<file path="src/rtl/cmplx_mult_pipe.sv">
// Pipelined signed complex multiplier with valid/ready handshakes and a per-transaction conjugate mode.
// Optional performance counters are enabled with `define CMPLX_MULT_PERF_CNT_EN.
module cmplx_mult_pipe #(
  parameter int unsigned DWIDTH = 8,
  parameter int unsigned STAGES = 3
) (
  input  logic                  clk,
  input  logic                  rst_n,
  input  logic                  sw_rst,
  input  logic                  op_val,
  output logic                  op_rdy,
  input  logic                  op_conj,
  input  logic [4*DWIDTH-1:0]   op_data,
  output logic                  res_val,
  input  logic                  res_rdy,
`ifdef CMPLX_MULT_PERF_CNT_EN
  output logic [4*DWIDTH+3:0]   res_data,
  output logic [31:0]           perf_ops,
  output logic [31:0]           perf_stall
`else
  output logic [4*DWIDTH+3:0]   res_data
`endif
);

  localparam int unsigned PW  = 2 * DWIDTH;
  localparam int unsigned RW  = 2 * DWIDTH + 2;
  localparam int unsigned PPW = 4 * PW + 1;

  function automatic logic [PW-1:0] sext_op(input logic [DWIDTH-1:0] x);
    return {{DWIDTH{x[DWIDTH-1]}}, x};
  endfunction

  function automatic logic [RW-1:0] sext_pp(input logic [PW-1:0] x);
    return {{2{x[PW-1]}}, x};
  endfunction

  // Partial products are packed as {conj, a_im*b_re, a_re*b_im, a_im*b_im, a_re*b_re}.
  function automatic logic [2*RW-1:0] combine(input logic [PPW-1:0] pp);
    logic [RW-1:0] rr;
    logic [RW-1:0] ii;
    logic [RW-1:0] ri;
    logic [RW-1:0] ir;
    logic [RW-1:0] re;
    logic [RW-1:0] im;
    rr = sext_pp(pp[PW-1:0]);
    ii = sext_pp(pp[2*PW-1:PW]);
    ri = sext_pp(pp[3*PW-1:2*PW]);
    ir = sext_pp(pp[4*PW-1:3*PW]);
    if (pp[PPW-1]) begin
      re = rr + ii;
      im = ir - ri;
    end else begin
      re = rr - ii;
      im = ri + ir;
    end
    return {im, re};
  endfunction

  logic [DWIDTH-1:0] a_re;
  logic [DWIDTH-1:0] a_im;
  logic [DWIDTH-1:0] b_re;
  logic [DWIDTH-1:0] b_im;
  logic [PPW-1:0]    pp_in;

  assign a_re = op_data[DWIDTH-1:0];
  assign a_im = op_data[2*DWIDTH-1:DWIDTH];
  assign b_re = op_data[3*DWIDTH-1:2*DWIDTH];
  assign b_im = op_data[4*DWIDTH-1:3*DWIDTH];

  // Products of sign-extended operands are exact in PW bits, so unsigned multiply suffices.
  assign pp_in = {op_conj,
                  sext_op(a_im) * sext_op(b_re),
                  sext_op(a_re) * sext_op(b_im),
                  sext_op(a_im) * sext_op(b_im),
                  sext_op(a_re) * sext_op(b_re)};

  logic [STAGES-1:0] v;
  logic [STAGES-1:0] v_up;
  logic [STAGES-1:0] load;
  logic              init_done;
  logic              accept;

  // Load chain from the output back to stage 0; an empty stage always loads.
  always_comb begin
    logic ld;
    load = '0;
    ld   = !v[STAGES-1] || res_rdy;
    for (int unsigned k = 0; k < STAGES; k++) begin
      ld = !v[STAGES-1-k] || ld;
      load[STAGES-1-k] = ld;
    end
  end

  assign op_rdy  = init_done && !sw_rst && load[0];
  assign accept  = op_val && op_rdy;
  assign res_val = v[STAGES-1];

  always_comb begin
    v_up    = '0;
    v_up[0] = accept;
    for (int unsigned k = 1; k < STAGES; k++) begin
      v_up[k] = v[k-1];
    end
  end

  always_ff @(posedge clk or negedge rst_n) begin
    if (!rst_n) begin
      init_done <= 1'b0;
    end else begin
      init_done <= 1'b1;
    end
  end

  always_ff @(posedge clk or negedge rst_n) begin
    if (!rst_n) begin
      v <= '0;
    end else if (sw_rst) begin
      v <= '0;
    end else begin
      for (int unsigned k = 0; k < STAGES; k++) begin
        if (load[k]) begin
          v[k] <= v_up[k];
        end
      end
    end
  end

  generate
    if (STAGES == 1) begin : g_single
      logic [2*RW-1:0] res_q;

      always_ff @(posedge clk or negedge rst_n) begin
        if (!rst_n) begin
          res_q <= '0;
        end else if (sw_rst) begin
          res_q <= '0;
        end else if (accept) begin
          res_q <= combine(pp_in);
        end
      end

      assign res_data = res_q;
    end else begin : g_multi
      // Stage 0 holds partial products; stage 1 forms the sums; later stages are plain delay.
      logic [PPW-1:0]  pp_q;
      logic [2*RW-1:0] dat_q  [1:STAGES-1];
      logic [2*RW-1:0] dat_up [1:STAGES-1];

      always_ff @(posedge clk or negedge rst_n) begin
        if (!rst_n) begin
          pp_q <= '0;
        end else if (sw_rst) begin
          pp_q <= '0;
        end else if (accept) begin
          pp_q <= pp_in;
        end
      end

      always_comb begin
        dat_up[1] = combine(pp_q);
        for (int unsigned k = 2; k < STAGES; k++) begin
          dat_up[k] = dat_q[k-1];
        end
      end

      always_ff @(posedge clk or negedge rst_n) begin
        if (!rst_n) begin
          for (int unsigned k = 1; k < STAGES; k++) begin
            dat_q[k] <= '0;
          end
        end else if (sw_rst) begin
          for (int unsigned k = 1; k < STAGES; k++) begin
            dat_q[k] <= '0;
          end
        end else begin
          for (int unsigned k = 1; k < STAGES; k++) begin
            if (load[k] && v_up[k]) begin
              dat_q[k] <= dat_up[k];
            end
          end
        end
      end

      assign res_data = dat_q[STAGES-1];
    end
  endgenerate

`ifdef CMPLX_MULT_PERF_CNT_EN
  always_ff @(posedge clk or negedge rst_n) begin
    if (!rst_n) begin
      perf_ops   <= '0;
      perf_stall <= '0;
    end else if (sw_rst) begin
      perf_ops   <= '0;
      perf_stall <= '0;
    end else begin
      if (accept && (perf_ops != '1)) begin
        perf_ops <= perf_ops + 32'd1;
      end
      if (res_val && !res_rdy && (perf_stall != '1)) begin
        perf_stall <= perf_stall + 32'd1;
      end
    end
  end
`endif

endmodule

</file>
<file path="config.mk">
export PLATFORM = sky130hd
export DESIGN_NAME = cmplx_mult_pipe
export DESIGN_NICKNAME = d
export VERILOG_FILES = /design/src/rtl/cmplx_mult_pipe.sv
export SDC_FILE = /design/constraint.sdc
export NUM_CORES = 1
export LEC_CHECK = 0
export ABC_AREA = 1
export CORE_UTILIZATION = 51
export CTS_BUF_LIST = sky130_fd_sc_hd__clkbuf_8
export DETAILED_ROUTE_END_ITERATION = 12
export GPL_TIMING_DRIVEN = 0
export PLACE_DENSITY = 0.81
export SYNTH_ARGS = -nofsm -noshare
export SYNTH_HDL_FRONTEND = slang
export SYNTH_SLANG_ARGS = --single-unit
</file>
<file path="constraint.sdc">
create_clock -name clk -period 3.1 [get_ports clk]
set_clock_uncertainty 0.15 [all_clocks]
set_input_delay 0.775 -clock clk [delete_from_list [all_inputs] [get_ports clk]]
set_output_delay 0.775 -clock clk [all_outputs]
set_load 0.005 [all_outputs]
</file>
==> metrics.yaml, run 1 <==
routing:
  drtIter0Drc: 1546
  first_pass_iters: 10
  ant_nets: 0
  avgRoutedWirePerCell_um: 19.3
  routed_wl_um: 61300
  vias_per_cell: 5.50
  num_vias: 17500
  route.detailed.drc: 22
power:
  power_switching_mw: 11.8
  p_seq_share_pct: 11.0
  p_clk_share_pct: 6.7
  peakVddDrop_mv: 0.621
  p_comb_share_pct: 82.2
  p_leak_nw: 13.3
  p_int_mw: 10.8
  power.density_nw_per_um2: 911
  p_total_mw: 22.5
  swShare_pct: 52.2
worst_setup_path:
  cp.required_ns: 3.35
  critical_path_arrival_ns: 4.70
  endpoint_kind: "flop"
  worstSetupPathType: "input pin to flop"
  cp_num_buf_inv: 6
  cp_max_fo: 6
  path_cells: "clkbuf_16 > clkbuf_16 > buf_6 > nand2_4 > inv_2 > fa_1 > fa_1 > fa_1 > inv_2 > fa_1 > inv_2 > ha_4 > a21oi_4 > nor2_1 > nor2_1 > nand3_2 > a21oi_2 > o21ai_2 > o21ai_1"
  slowest_stage: "fa_1"
  cp_common_cell: "fa_1"
  cp_top_family: "adder cells"
  critPathLaunchType: "input pin"
  cpPeakStageDelay_ns: 0.56
floorplan:
  num_rows: 69
  io_pins: 76
  initial_utilization_pct: 51.9
  die_y_um: 193
  die_area_um2: 37100
  core_um2: 35700
  dieWidth_um: 193
placement:
  hpwl_um: 39900
  io_buffers: 50
  placed_cell_area_um2: 20700
  dp.cells: 2997
  place_congestion: 0.944
logic_synthesis:
  ys_ff_latch: 137
  synth_ff_type: "dfrtp_1"
  yosys.cell_count.top_type: "inv_1"
  syn_nets: 2895
  synthCells: 2485
  synth_common_cells: "inv_1, nand2_1, fa_1, ha_1, dfrtp_1"
  synth_area_leaders: "fa_1, dfrtp_1, inv_1, nand2_1, ha_1"
  async_flop_share_pct: 100
  synthesis.area_um2: 18500
  syn_area_per_cell_um2: 7.45
  synth_edf_count: 0
  ys_warn_count: 0
  synth_top_area_cell: "fa_1"
  synth_top_area_share_pct: 24.0
  ys_seq_area_share_pct: 18.5
  synth_cell_types: 45
sta:
  timing.final.hold_violations: 0
  setup-tns-final_ns: -45.25
  period_needed_ns: 4.46
  slew_violations: 0
  timing.hold.ws_ns: 0.0807
  setup_slack_ns: -1.36
  rsz0062_at_grt: "yes"
  finalSetupViolations: 47
  timing.final.crit_share_pct: 144
  fmax_mhz: 224
final_layout:
  nets: 3111
  n_antenna_cell: 0
  drive_above_1_share_pct: 28.4
  area_delta_synth_final_pct: 33.5
  fin_cells: 3175
  final_cell_area_um2: 24700
global_routing:
  grt_overflow: 0
  antenna_found_initial: 1
  grt_max_degree: 93
  grt_first_pass_wirelength_um: 89600
  grt.total_usage_pct: 31.3
  grt_pass1_vias: 17500
clocking:
  numCtsBuffers: 17
  cts_tree: "done"
  cts_num_sinks: 137
  cts_hold_buffers: 0
  worst_skew_pair.late_latency_ns: 0.47
  cts_buffer_depth: 2
  root_buffer: "clkbuf_8"
  h-tree-depth: 4
  clk_pin_slew_ns: 0.08
flow_run:
  drv_cap: 0
hold_path:
  hold_class: "input pin to async pin"
run_status:
  status: "finished with violations"
  failed_checks: "design-rule violations, negative setup slack"
==> path summary, 6_finish.rpt <==
path / from / to / slack (ns) / cells past startpoint
setup / recovery: op_data[4] / g_multi.pp_q[45] / -1.36 / 19
setup reg to reg: g_multi.pp_q[33] / g_multi.dat_q[65] / 0.15 / 16
max in group asynchronous: rst_n / g_multi.pp_q[46] / 1.94 / 2
min in group clk: g_multi.dat_q[48] / g_multi.dat_q[48] / 0.33 / 2
hold / removal: rst_n / res_data[20] / 0.08 / 1
hold reg to reg: g_multi.dat_q[48] / g_multi.dat_q[48] / 0.33 / 2
==> state kept, by name, summed over array words and instances, names as in the netlist <==
name	flops
g_multi.dat_q	34
g_multi.pp_q	65
init_done	1
res_data	34
v	3
==> kinds of logic after synthesis <==
group | count (synthesis) | share of synthesized area [%]
and+or+nand+nor | 832 | 18.5
buffers and inverters | 795 | 17.4
adders and majority gates | 372 | 34.1
AOI/OAI and AO/OA | 288 | 8.53
DFF | 137 | 18.5
xor gates and xnor gates | 60 | 2.84
other | 1 | 0.0203
==> layer usage <==
metal	track usage (%)	wire (um)	vias up	share of wire [%]
met2	54.1	28800	960	47
li1	-	-	7824	-
met3	4.55	4970	342	8.1
met4	17.7	5170	2	8.4
met1	37.2	22400	8338	36
met5	0	13	-	0.021
==> cells in the final DEF (no fill, tap or decap), drive strengths merged, types with 27 or more instances in the layout <==
| cell | Yosys | layout |
|---|---|---|
| inv | 675 | 676 |
| ha | 150 | 150 |
| clkbuf | 61 | 80 |
| buf | 58 | 212 |
| o22ai | 39 | 39 |
| nand2 | 573 | 573 |
| nand3 | 100 | 100 |
| fa | 222 | 222 |
| xor2 | 33 | 33 |
| clkdlybuf4s50 | 0 | 40 |
| nor2 | 126 | 126 |
| o21ai | 125 | 125 |
| a21oi | 95 | 95 |
| dfrtp | 137 | 137 |
| xnor2 | 27 | 27 |
==> power groups by stage <==
stage / registers [mW] / clock network, mW / logic, mW
final: 2.48 / 1.52 / 18.5
after CTS: 2.47 / 1.53 / 15.7
after global placement: 2.49 / 0 / 12.3
after global routing: 2.52 / 1.61 / 20.0
after floorplan: 2.38 / 0 / 9.82
after detailed placement: 2.50 / 0 / 12.7
==> worst register-to-register path, cell delays in order (launching register included) <==
cell     delay [ns]
dfrtp_1        0.37
inv_1          0.15
nand3_1        0.16
nor2_1         0.13
nand3_1        0.11
nor2_2         0.19
nor2_1         0.07
xor2_1         0.20
inv_1          0.07
ha_1           0.38
nand2_1        0.15
o21ai_0        0.31
a21oi_1        0.07
nand2_1        0.11
a21oi_1        0.07
o21ai_1        0.09
nand2_1        0.06
==> cell type report <==
class	count	area, um2
sequential	137	3430
fill	2430	10900
multi-input combinational	1553	14000
timing repair buffer	197	1970
clock inverter	15	178
clock buffer	17	234
buffer	119	1740
tap	461	577
inverter	676	2570
==> per-stage QoR <==
step | util, % | worst slack [ns]
finish | 69.3 | -1.36
floorplan | - | -1.38
detailed placement | 58.1 | -2.94
global placement | 58.0 | -4.02
CTS | 66.1 | -1.15
global route | 69.3 | -1.42
==> what timing repair did <==
action                                  4_1_cts  5_1_grt
gates resized for setup                     418      242
pin swaps                                   183      167
setup buffers                                97       43
cloned                                        8        2
endpoints found under the setup margin       56       68
hold endpoints to repair                      0        0
Note: power is estimated with default switching activity, not from simulation.
==> run 2, diff against run 1 <==
--- a/config.mk
+++ b/config.mk
@@ -11,6 +11,7 @@
 export DETAILED_ROUTE_END_ITERATION = 12
 export GPL_TIMING_DRIVEN = 0
 export PLACE_DENSITY = 0.81
+export SLEW_MARGIN = 10
 export SYNTH_ARGS = -nofsm -noshare
 export SYNTH_HDL_FRONTEND = slang
 export SYNTH_SLANG_ARGS = --single-unit
==> constraint.sdc (replaced) <==
create_clock -name clk -period 3.1 [get_ports clk]
set_clock_uncertainty 0.15 [all_clocks]
set_input_delay 0.31 -clock clk [delete_from_list [all_inputs] [get_ports clk]]
set_output_delay 0.31 -clock clk [all_outputs]
set_load 0.005 [all_outputs]
==> run 2 against run 1 <==
Effect of this change:
- the flow still finishes with violations (design-rule violations, negative setup slack)
- fmax grew 13%
- critical path depth up 1
- flip-flop and latch count unchanged
- via count fell by 2.4%
- register-to-register slack hardly changed
- combinational power shrank 3%
- clock power decreased by 6%
- core utilization decreased by 1.2 points
- count of clock-buffer cells in the layout grew 3
- power down 3.2%
- largest cell class unchanged
- wire length shrank 8.4%
- worst hold slack got worse by 0.0087 ns
- highest routed layer unchanged
==> metrics.yaml, run 2 (synthesis results as in run 1) <==
global_routing:
  grt_first_pass_wirelength_um: 85600  # -4.4%
  grt_pass1_vias: 17000  # -2.8%
  grt_overflow: 0  # unchanged
  grt.total_usage_pct: 29.7  # -1.6 points
  antenna_found_initial: 2  # +1
  grt_max_degree: 72  # -23%
clocking:
  cts_num_sinks: 137  # unchanged
  cts_buffer_depth: 2  # unchanged
  worst_skew_pair.late_latency_ns: 0.44  # -0.03 ns
  clk_pin_slew_ns: 0.07  # about the same
  numCtsBuffers: 17  # unchanged
  cts_tree: "done"
  h-tree-depth: 4  # unchanged
  root_buffer: "clkbuf_8"
sta:
  setup_slack_ns: -0.860  # +0.497 ns
  period_needed_ns: 3.96  # -0.497 ns
  finalSetupViolations: 41  # -13%
  timing.final.hold_violations: 0  # unchanged
  rsz0062_at_grt: "yes"
  slew_headroom_pct: 56.4
  fmax_mhz: 253  # +13%
  worst_pin_slew_ns: 0.654
  slew_violations: 0  # unchanged
  timing.final.crit_share_pct: 128  # -16 points
worst_setup_path:
  critPathLaunchType: "input pin"
  cp_common_cell: "fa_1"
  cp.required_ns: 3.27  # -0.08 ns
  path_cells: "clkbuf_8 > clkbuf_16 > nand2_1 > inv_1 > fa_1 > inv_2 > fa_1 > inv_2 > fa_1 > inv_1 > fa_1 > inv_2 > ha_4 > nand2_4 > nor2_2 > nand3_1 > nand3_2 > nand3_1 > nand3_2 > nand2_1"
  slowest_stage: "fa_1"
  critical_path_arrival_ns: 4.13  # -0.57 ns
  cpPeakStageDelay_ns: 0.55  # about the same
  endpoint_kind: "flop"
  worstSetupPathType: "input pin to flop"
  cp_max_fo: 7  # +1
final_layout:
  n_antenna_cell: 0  # unchanged
  utilization_pct: 68.1  # -1.2 points
  nets: 3111  # unchanged
  nFillCells: 2564  # +5.5%
  largest-register: "g_multi.pp_q"
  regArea_um2: 3430  # unchanged
  area_delta_synth_final_pct: 31.2
  final_common_cell: "inv_1"
  final_cell_mix: "inv_1, nand2_1, fa_1"
  largest_reg_flops: 65  # unchanged
  final_cell_area_um2: 24300  # -1.8%
  multiInputGateArea_um2: 13900  # -1.3%
  drive_above_1_share_pct: 27.3  # -1.1 points
power:
  p_leak_nw: 13.1  # -1.0%
  swShare_pct: 51.8  # -0.40 points
  p_comb_share_pct: 81.9  # -0.3 points
  power.density_nw_per_um2: 898  # -1.4%
  p_seq_share_pct: 11.5  # +0.5 points
  p_int_mw: 10.5  # -2.3%
  p_clk_share_pct: 6.6  # about the same
  peakVddDrop_mv: 0.733  # +18%
  power_switching_mw: 11.3  # -3.9%
hold_path:
  hold_class: "input pin to flop"
run_status:
  failed_checks: "design-rule violations, negative setup slack"
  status: "finished with violations"
placement:
  io_buffers: 50  # unchanged
  placed_cell_area_um2: 20700  # -0.14%
  place_congestion: 0.933  # -1.2%
  hpwl_um: 39400  # -1.2%
routing:
  drtIter0Drc: 1412  # -8.7%
  ant_nets: 0  # unchanged
  vias_per_cell: 5.37  # -2.4%
  avgRoutedWirePerCell_um: 17.7  # -8.4%
  route.detailed.drc: 15  # -32%
  routed_wl_um: 56200  # -8.4%
  first_pass_iters: 9  # -1
  num_vias: 17000  # -2.4%
floorplan:
  io_pins: 76  # unchanged
  dieWidth_um: 193  # unchanged
  num_rows: 69  # unchanged
  initial_utilization_pct: 51.9  # unchanged
  core_um2: 35700  # unchanged
  die_area_um2: 37100  # unchanged
  die_y_um: 193  # unchanged
flow_run:
  drv_cap: 0  # unchanged
run 2: final timing paths:
path	from	cells past startpoint	end	slack, ns
max	op_data[4]	20	g_multi.pp_q[47]	-0.86
min	op_data[24]	3	g_multi.pp_q[16]	0.07
max reg2reg	g_multi.pp_q[34]	18	g_multi.dat_q[70]	0.15
min reg2reg	g_multi.dat_q[65]	2	g_multi.dat_q[65]	0.34
max in group asynchronous	rst_n	3	g_multi.pp_q[20]	1.76
min in group asynchronous	rst_n	2	res_data[20]	0.28
run 2: power groups by stage:
stage / Sequential (mW) / Combinational (mW) / Clock, mW
2_1_floorplan: 2.38 / 9.80 / 0
3_3_place_gp: 2.52 / 12.3 / 0
3_5_place_dp: 2.53 / 12.6 / 0
4_1_cts: 2.50 / 15.0 / 1.44
5_1_grt: 2.54 / 19.4 / 1.52
6_report: 2.51 / 17.9 / 1.43
run 2: layout make-up:
class / instances / area share, %
buffer: 119 / 6.51
tap: 461 / 2.37
multi-input combinational: 1553 / 57.0
sequential: 137 / 14.1
timing repair buffer: 197 / 7.79
inverter: 676 / 10.6
clock buffer: 20 / 1.13
clock inverter: 11 / 0.438
run 2: worst max-delay path, delay by kind of cell:
kind | cells | cell delay (ns)
fa+ha+maj | 5 | 2.39
simple gates | 8 | 0.83
buf+inv | 7 | 0.59
run 2: what timing repair did:
| action | CTS | global route |
|---|---|---|
| gates resized for setup | 361 | 241 |
| hold buffers | 2 | 0 |
| pin swaps | 144 | 179 |
| endpoints found under the setup margin | 53 | 62 |
| buffers inserted | 85 | 54 |
| endpoints found under the hold margin | 72 | 0 |
| gates cloned | 5 | 1 |
run 2: metrics by stage:
stage | setup slack, ns | instances | hold slack [ns] | setup TNS, ns | total power, mW
after CTS | -0.707 | 3120 | 0.0439 | -20.00 | 18.9
after floorplan | -0.918 | 2485 | -0.136 | -29.30 | 12.2
after global placement | -3.49 | 2996 | 0.315 | -558.53 | 14.9
after global routing | -0.935 | 3174 | 0.0569 | -29.04 | 23.5
final | -0.860 | 3174 | 0.0720 | -24.82 | 21.8
after detailed placement | -2.43 | 2997 | 0.200 | -84.35 | 15.1
run 2: per-layer routing:
| layer | up-vias | track usage, % | part of all wire, % | routed length (um) |
|---|---|---|---|---|
| li1 | 7804 | - | - | - |
| met1 | 8225 | 35.6 | 39 | 21700 |
| met2 | 778 | 52.6 | 50 | 27900 |
| met3 | 236 | 3.40 | 6.0 | 3350 |
| met4 | 4 | 15.1 | 5.7 | 3180 |
| met5 | - | 0 | 0.052 | 29 |
